===== config.mk =====
export PLATFORM = sky130hd
export DESIGN_NAME = life_engine
export DESIGN_NICKNAME = d
export VERILOG_FILES = /design/src/rtl/life_pkg.sv /design/src/rtl/life_cell.sv /design/src/rtl/life_engine.sv
export SDC_FILE = /design/constraint.sdc
export NUM_CORES = 1
export LEC_CHECK = 0
export CAP_MARGIN = 5
export CELL_PAD_IN_SITES_DETAIL_PLACEMENT = 2
export CELL_PAD_IN_SITES_GLOBAL_PLACEMENT = 2
export CORE_MARGIN = 3
export CORE_UTILIZATION = 41
export DETAILED_ROUTE_END_ITERATION = 12
export GPL_ROUTABILITY_DRIVEN = 0
export PLACE_DENSITY = 0.88
export SYNTH_ARGS = -nofsm -noshare
export SYNTH_HDL_FRONTEND = slang
export SYNTH_SLANG_ARGS = --single-unit

===== constraint.sdc =====
create_clock -name clk_i -period 12.19 [get_ports clk_i]
set_clock_uncertainty 0.1 [all_clocks]
set_input_delay 2.438 -clock clk_i [delete_from_list [all_inputs] [get_ports clk_i]]
set_output_delay 2.438 -clock clk_i [all_outputs]
set_load 0.02 [all_outputs]

===== src/rtl/life_pkg.sv =====
// life_pkg: shared FSM state type and widths for the Game of Life engine
package life_pkg;
    typedef enum logic [1:0] {IDLE, RUN, HALT} state_e;
    localparam int NBR_W = 4;
    localparam int PERIOD_W = 16;
endpackage


===== src/rtl/life_cell.sv =====
// life_cell: counts the eight neighbours of one cell and applies rule B3/S23
module life_cell
    import life_pkg::*;
(
    input  logic       cell_i,
    input  logic [7:0] nbr_i,
    output logic       next_o
);
    logic [NBR_W-1:0] count;
    always_comb begin
        count = '0;
        for (int k = 0; k < 8; k++) count = count + NBR_W'(nbr_i[k]);
        next_o = (count == NBR_W'(3)) | ((count == NBR_W'(2)) & cell_i);
    end
endmodule


===== src/rtl/life_engine.sv =====
// life_engine: ROWS x COLS Game of Life grid with load, single-step, timed free-run and stable halt
module life_engine
    import life_pkg::*;
#(
    parameter int ROWS        = 10,
    parameter int COLS        = 10,
    parameter bit WRAP        = 1'b1,
    parameter int GEN_W       = 16,
    parameter bit STOP_STABLE = 1'b1
) (
    input  logic                      clk_i,
    input  logic                      reset_i,
    input  logic                      load_valid_i,
    output logic                      load_ready_o,
    input  logic [ROWS-1:0][COLS-1:0] load_data_i,
    input  logic                      run_i,
    input  logic                      step_i,
    input  logic [PERIOD_W-1:0]       period_i,
    output logic [ROWS-1:0][COLS-1:0] grid_o,
    output logic [GEN_W-1:0]          gen_count_o,
    output logic                      gen_valid_o,
    output logic                      stable_o,
    output logic                      extinct_o,
    output logic                      halted_o
);
    state_e                    state_q, state_d;
    logic [PERIOD_W-1:0]       div_q, div_d;
    logic [ROWS-1:0][COLS-1:0] grid_q, grid_d, life_next;
    logic [GEN_W-1:0]          gen_count_q, gen_count_d;
    logic                      stable_q, stable_d, gen_valid_q;
    logic                      commit, load, unchanged;

    // Neighbour k walks the 3x3 window row-major; edge handling is resolved at elaboration.
    for (genvar r = 0; r < ROWS; r++) begin : g_row
        for (genvar c = 0; c < COLS; c++) begin : g_col
            logic [7:0] nbr;
            for (genvar k = 0; k < 9; k++) begin : g_nbr
                if (k != 4) begin : g_n
                    localparam int RR = r + k / 3 - 1;
                    localparam int CC = c + k % 3 - 1;
                    localparam int RW = (RR + ROWS) % ROWS;
                    localparam int CW = (CC + COLS) % COLS;
                    localparam bit IN = RR >= 0 && RR < ROWS && CC >= 0 && CC < COLS;
                    assign nbr[k < 4 ? k : k - 1] = (WRAP || IN) ? grid_q[RW][CW] : 1'b0;
                end
            end
            life_cell u_cell (
                .cell_i (grid_q[r][c]),
                .nbr_i  (nbr),
                .next_o (life_next[r][c])
            );
        end
    end

    assign unchanged = life_next == grid_q;

    always_comb begin
        state_d = state_q;
        div_d = div_q;
        commit = 1'b0;
        load = 1'b0;
        case (state_q)
            IDLE: begin
                load = load_valid_i;
                commit = !load_valid_i && !run_i && step_i;
                if (!load_valid_i && run_i) begin
                    state_d = RUN;
                    div_d = period_i;
                end
            end
            RUN: begin
                if (!run_i) state_d = IDLE;
                else if (div_q == '0) begin
                    commit = 1'b1;
                    div_d = period_i;
                    if (STOP_STABLE && unchanged) state_d = HALT;
                end else div_d = div_q - PERIOD_W'(1);
            end
            HALT: state_d = run_i ? HALT : IDLE;
            default: state_d = IDLE;
        endcase
        grid_d = load ? load_data_i : commit ? life_next : grid_q;
        gen_count_d = load ? '0 : gen_count_q + GEN_W'(commit);
        stable_d = load ? 1'b0 : commit ? unchanged : stable_q;
    end

    always_ff @(posedge clk_i or posedge reset_i) begin
        if (reset_i) begin
            state_q <= IDLE;
            div_q <= '0;
            grid_q <= '0;
            gen_count_q <= '0;
            stable_q <= 1'b0;
            gen_valid_q <= 1'b0;
        end else begin
            state_q <= state_d;
            div_q <= div_d;
            grid_q <= grid_d;
            gen_count_q <= gen_count_d;
            stable_q <= stable_d;
            gen_valid_q <= commit;
        end
    end

    assign grid_o = grid_q;
    assign gen_count_o = gen_count_q;
    assign gen_valid_o = gen_valid_q;
    assign stable_o = stable_q;
    assign extinct_o = ~|grid_q;
    assign halted_o = state_q == HALT;
    assign load_ready_o = state_q == IDLE;
endmodule


==> results of run 1 <==
-- worst min-delay path: cells and delay by family, from the launching register on --
family,cells,cell delay [ns]
AO/OA/AOI/OAI,1,0.05
flip-flops,1,0.38
AND/OR/NAND/NOR,1,0.06
-- cells by family (layout without fill, tap and decap cells) --
family	Yosys count	after routing	synth area share, %
fa+ha+maj	757	757	45.0
compound gates	565	565	12.0
simple gates	782	782	14.6
xor+xnor	27	27	0.853
other cells	0	17	0
flops	136	136	12.3
buf+inv	878	1030	13.5
mux	47	47	1.76
-- registers in the layout, summed over array words and instances (netlist names) --
signal / count
div_q: 16
gen_count_o: 16
gen_valid_o: 1
grid_o: 100
stable_o: 1
state_q: 2
-- how the worst min path moves through the flow --
stage                    startpoint              endpoint  slack [ns]  cells past startpoint
2_1_floorplan  div_q[4]$_DFFE_PP0P_  div_q[4]$_DFFE_PP0P_        0.35                      2
3_3_place_gp   div_q[4]$_DFFE_PP0P_  div_q[4]$_DFFE_PP0P_        0.37                      2
3_5_place_dp   stable_o$_DFFE_PP0P_  stable_o$_DFFE_PP0P_        0.43                      2
4_1_cts        stable_o$_DFFE_PP0P_  stable_o$_DFFE_PP0P_        0.44                      2
5_1_grt        stable_o$_DFFE_PP0P_  stable_o$_DFFE_PP0P_        0.47                      2
6_report       stable_o$_DFFE_PP0P_  stable_o$_DFFE_PP0P_        0.43                      2
-- area by class of cell --
| class | instances | area, µm² | share of cell area, % |
|---|---|---|---|
| Sequential cell | 136 | 3400 | 10.9 |
| Timing Repair Buffer | 275 | 2670 | 8.57 |
| Multi-Input combinational cell | 2178 | 20600 | 66.2 |
| Inverter | 724 | 2730 | 8.76 |
| Antenna cell | 17 | 42.5 | 0.137 |
| Tap cell | 864 | 1080 | 3.47 |
| Clock buffer | 17 | 425 | 1.37 |
| Clock inverter | 14 | 163 | 0.523 |
-- cell usage after synthesis (44+ instances only) --
cell | instances | area, µm²
nor2_1 | 172 | 646
fa_1 | 400 | 8010
nand3_1 | 77 | 385
nor2b_1 | 44 | 275
ha_1 | 357 | 4470
buf_4 | 101 | 758
a21oi_1 | 172 | 861
dfrtp_1 | 136 | 3400
o21ai_0 | 192 | 961
nor3b_1 | 45 | 338
nand2b_1 | 52 | 325
nand2_1 | 216 | 811
inv_1 | 723 | 2710
-- stage by stage --
stage	cell area, µm²	hold WS, ns	util, %	setup WS (ns)
finish	31100	0.429	46.9	4.33
global route	31100	0.475	46.9	4.41
CTS	31100	0.436	46.8	4.76
detailed placement	30500	0.425	45.9	4.91
global placement	30500	0.368	45.9	5.35
floorplan	27700	0.350	-	6.01
-- metal layers --
metal | global-route usage (%) | share of wire (%) | wire length (µm)
met4 | 39.0 | 11 | 16700
met1 | 44.1 | 34 | 50200
met5 | 2.43 | 0.22 | 330
met3 | 15.8 | 9.9 | 14800
met2 | 66.8 | 45 | 67400
==> results_dict.tcl, run 1 <==
set metrics [dict create \
    ios 242 \
    fp.coreArea_mm2 0.0663 \
    final_nets 4210 \
    cts_tree "done" \
    io_buffers 241 \
    fp-row-count 94 \
    tightest_slew_ns 1.45 \
    rsz0062_at_grt "false" \
    synth_area_per_cell_um2 8.69 \
    setup_viol 0 \
    crit_type "flip-flop to flip-flop" \
    max_freq_mhz 127 \
    cts_buffers 17 \
    synth-async-reset-ratio_pct 100 \
    cp_slowest_cell "nor4_1" \
    ys_types 73 \
    clk_path_buf_depth 2 \
    viasPerCell 6.41 \
    startpoint "grid_o[76]$_DFFE_PP0P_" \
    worstPathRequired_ns 12.55 \
    start_util_pct 41.8 \
    critPathTopFamily "simple AND/OR/NAND/NOR gates" \
    stdcell_count 4225 \
    postSynthCellCount 3192 \
    cp_cell_sequence "inv_1 > ha_1 > inv_1 > fa_1 > fa_1 > inv_1 > fa_1 > inv_1 > fa_1 > a222oi_1 > nand3_1 > a221oi_1 > nand4_1 > or4_1 > nor4_1 > nand2_1 > or4_1 > nand3_1" \
    rrSetupSlack_ns 4.33 \
    cts_setup_buffers 0 \
    netlist_area_mm2 0.0277 \
    clk_pin_slew_worst_paths_ns 0.07 \
    drive_gt1_share_pct 3.44 \
    drc 0 \
    fillerInstances 7204 \
    reg2reg_to "state_q[1]$_DFFE_PP0P_" \
    cp.arrival_ns 8.22 \
    layout_common_cells "722 x inv_1, 400 x fa_1, 357 x ha_1" \
    grt_use_total_pct 42.5 \
    r2r_cells 18 \
    first_global_vias 31400 \
    final_common_cell "inv_1" \
    grt_pass1_wl_um 216000 \
    antenna_found_initial 27 \
    cts-htree-levels 4 \
    worst-path-stages 18 \
    setup_tns_ns 0 \
    die_h_um 266 \
    clock_latency_ns 0.55 \
    num_vias 27100 \
    holdCritPathClass "flip-flop to flip-flop" \
    slowest_delay_ns 0.82 \
    syn-num-nets 4070 \
    hpwlAfterDp_um 119000 \
    yosysWarnings 0 \
    routedWlPerCell_um 35.3 \
    path_buf_inv 4 \
    endpoint_kind "flip-flop" \
    drt_iter0_markers 2730 \
    overflow 0 \
    fin_crit_sh_pct 64.5 \
    firstDrtPassIters 9 \
    hold_viol_final 0 \
    cp-endpoint "state_q[1]$_DFFE_PP0P_" \
    synth_edf_count 0 \
    synthFlopType "dfrtp_1" \
    dieWidth_um 266 \
    max_slew_margin_pct 1.87 \
    cts_hold_buf 0 \
    die_area_mm2 0.0708 \
    path_max_fanout 8 \
    clock-root-buffer "clkbuf_16" \
    slew_viol_final 0 \
    maxCapViolCount 0 \
    areaGrowthSynthToFinish_pct 12.2 \
    ant_nets 0 \
    wl_um 149000 \
    dp_cells 4177 \
    start_kind "flip-flop" \
    cts.sinks 136 \
    ys_seq_area_share_pct 12.3 \
    fin_crit_ns 7.86 \
    cts_resized 0 \
    ys_ff_latch 136 \
    grt_max_degree 85 \
    r2r_start "grid_o[76]$_DFFE_PP0P_" \
    run_status "complete, no violations" \
]
Power of run 1 is left out: the tool's default activity adds up to more than one toggle a clock period on the data nets, which glitch-free logic cannot reach.
==> run 2, diff against run 1 <==
--- a/config.mk
+++ b/config.mk
@@ -9,10 +9,10 @@
 export CELL_PAD_IN_SITES_DETAIL_PLACEMENT = 2
 export CELL_PAD_IN_SITES_GLOBAL_PLACEMENT = 2
 export CORE_MARGIN = 3
-export CORE_UTILIZATION = 41
+export CORE_UTILIZATION = 38
 export DETAILED_ROUTE_END_ITERATION = 12
 export GPL_ROUTABILITY_DRIVEN = 0
-export PLACE_DENSITY = 0.88
+export PLACE_DENSITY = 0.82
 export SYNTH_ARGS = -nofsm -noshare
 export SYNTH_HDL_FRONTEND = slang
 export SYNTH_SLANG_ARGS = --single-unit
==> constraint.sdc (replaced) <==
create_clock -name clk_i -period 8 [get_ports clk_i]
set_clock_uncertainty 0.1 [all_clocks]
set_input_delay 1.6 -clock clk_i [delete_from_list [all_inputs] [get_ports clk_i]]
set_output_delay 1.6 -clock clk_i [all_outputs]
set_load 0.02 [all_outputs]
==> results_dict.tcl, run 2 (synthesis results as in run 1) <==
set metrics [dict create \
    maxCapViolCount 0 \
    start_kind "flip-flop" \
    antenna_found_initial 10 \
    ant_nets 0 \
    start_util_pct 38.6 \
    min_to "div_q[2]$_DFFE_PP0P_" \
    grt_max_degree 88 \
    areaGrowthSynthToFinish_pct 13.0 \
    reg2reg_to "state_q[1]$_DFFE_PP0P_" \
    largest_register_ffs 100 \
    cts_setup_buffers 0 \
    fp-row-count 98 \
    wl_um 135000 \
    hpwlAfterDp_um 111000 \
    max_slew_margin_pct 7.04 \
    whs_path_depth 2 \
    num_vias 25600 \
    cts_buffers 17 \
    endpoint_kind "flip-flop" \
    crit_type "flip-flop to flip-flop" \
    worstPathRequired_ns 8.34 \
    setup_viol 0 \
    holdCritPathClass "flip-flop to flip-flop" \
    drt_iter0_markers 1947 \
    fp.coreArea_mm2 0.0719 \
    setup_tns_ns 0 \
    r2r_cells 18 \
    clock-root-buffer "clkbuf_16" \
    cts_tree "done" \
    viasPerCell 5.95 \
    multi_input_comb_area_mm2 0.0206 \
    rsz0062_at_grt "false" \
    cp.arrival_ns 8.28 \
    fin_crit_ns 7.95 \
    clk_path_buf_depth 2 \
    die_area_mm2 0.0762 \
    path_max_fanout 9 \
    cts_hold_buf 0 \
    cts-htree-levels 4 \
    die_h_um 276 \
    seq_area_mm2 0.00340 \
    ios 242 \
    tightest_slew_ns 1.38 \
    drive_gt1_share_pct 3.67 \
    first_global_vias 29500 \
    rrSetupSlack_ns 0.05 \
    max_freq_mhz 126 \
    layout_common_cells "722 x inv_1, 400 x fa_1, 357 x ha_1" \
    run_status "complete, no violations" \
    dieWidth_um 276 \
    slew_viol_final 0 \
    clk_pin_slew_worst_paths_ns 0.08 \
    drc 0 \
    hold_viol_final 0 \
    final_common_cell "inv_1" \
    min_from "div_q[2]$_DFFE_PP0P_" \
    firstDrtPassIters 6 \
    final_nets 4221 \
    fillerInstances 7927 \
    cts_resized 0 \
    fin_crit_sh_pct 99.3 \
    routedWlPerCell_um 31.3 \
    grt_pass1_wl_um 197000 \
    io_buffers 241 \
    clock_latency_ns 0.52 \
    grt_use_total_pct 35.0 \
    overflow 0 \
    cts.sinks 136 \
    r2r_start "grid_o[79]$_DFFE_PP0P_" \
]
run 2: cell count changes in the layout (fill, tap and decap cells not counted), sizes merged:
cell	change
buf	+11
bufinv	+2
clkbuf	+1
clkinv	-2
diode	-13
run 2: metrics by stage:
step | area [µm²] | cells | util, % | hold WS, ns | setup slack (ns)
global placement | 30700 | 4274 | 42.7 | 0.367 | 0.727
floorplan | 27700 | 3192 | - | 0.350 | 2.66
global route | 31300 | 4306 | 43.6 | 0.449 | 0.258
detailed placement | 30700 | 4274 | 42.7 | 0.384 | 0.604
CTS | 31300 | 4306 | 43.6 | 0.401 | 0.514
finish | 31300 | 4310 | 43.6 | 0.397 | 0.0536
run 2: metal layers:
metal,global-route usage [%],part of all wire [%],up-vias,wire [µm]
met2,58.0,47,1164,63500
met3,7.38,7.1,465,9510
met4,24.9,8.3,6,11200
met1,40.4,37,13400,50400
li1,-,-,10600,-
met5,0,0.033,-,44
run 2: final cells by class:
class                      count  share of cell area (%)
sequential                   136                    10.9
clock inverter                14                   0.679
tap                          950                    3.80
multi-input combinational   2178                    65.8
clock buffer                  18                    1.37
timing repair buffer         286                    8.78
inverter                     724                    8.71
antenna                        4                  0.0320
run 2: worst max-delay path by stage:
| stage | depth (start not counted) | start | slack, ns | end |
|---|---|---|---|---|
| after floorplan | 1 | reset_i | 2.66 | div_q[0]$_DFFE_PP0P_ |
| after global placement | 18 | grid_o[79]$_DFFE_PP0P_ | 0.73 | state_q[1]$_DFFE_PP0P_ |
| after detailed placement | 18 | grid_o[79]$_DFFE_PP0P_ | 0.60 | state_q[1]$_DFFE_PP0P_ |
| after CTS | 18 | grid_o[79]$_DFFE_PP0P_ | 0.51 | state_q[1]$_DFFE_PP0P_ |
| after global routing | 18 | grid_o[79]$_DFFE_PP0P_ | 0.26 | state_q[1]$_DFFE_PP0P_ |
| final | 18 | grid_o[79]$_DFFE_PP0P_ | 0.05 | state_q[1]$_DFFE_PP0P_ |
run 2: worst max-delay path, cell delays in order, from the launching register on:
cell       delay (ns)
dfrtp_1          0.76
inv_1            0.51
ha_1             0.44
inv_1            0.05
fa_1             0.48
fa_1             0.51
inv_1            0.06
fa_1             0.38
inv_1            0.09
fa_1             0.46
o21bai_1         0.21
a22o_1           0.27
nor4_1           0.53
o2111ai_1        0.47
nor4_1           1.22
and4_1           0.42
nand4_1          0.20
or4_1            0.59
nand3_1          0.10
Power of run 2 is left out for the same reason.
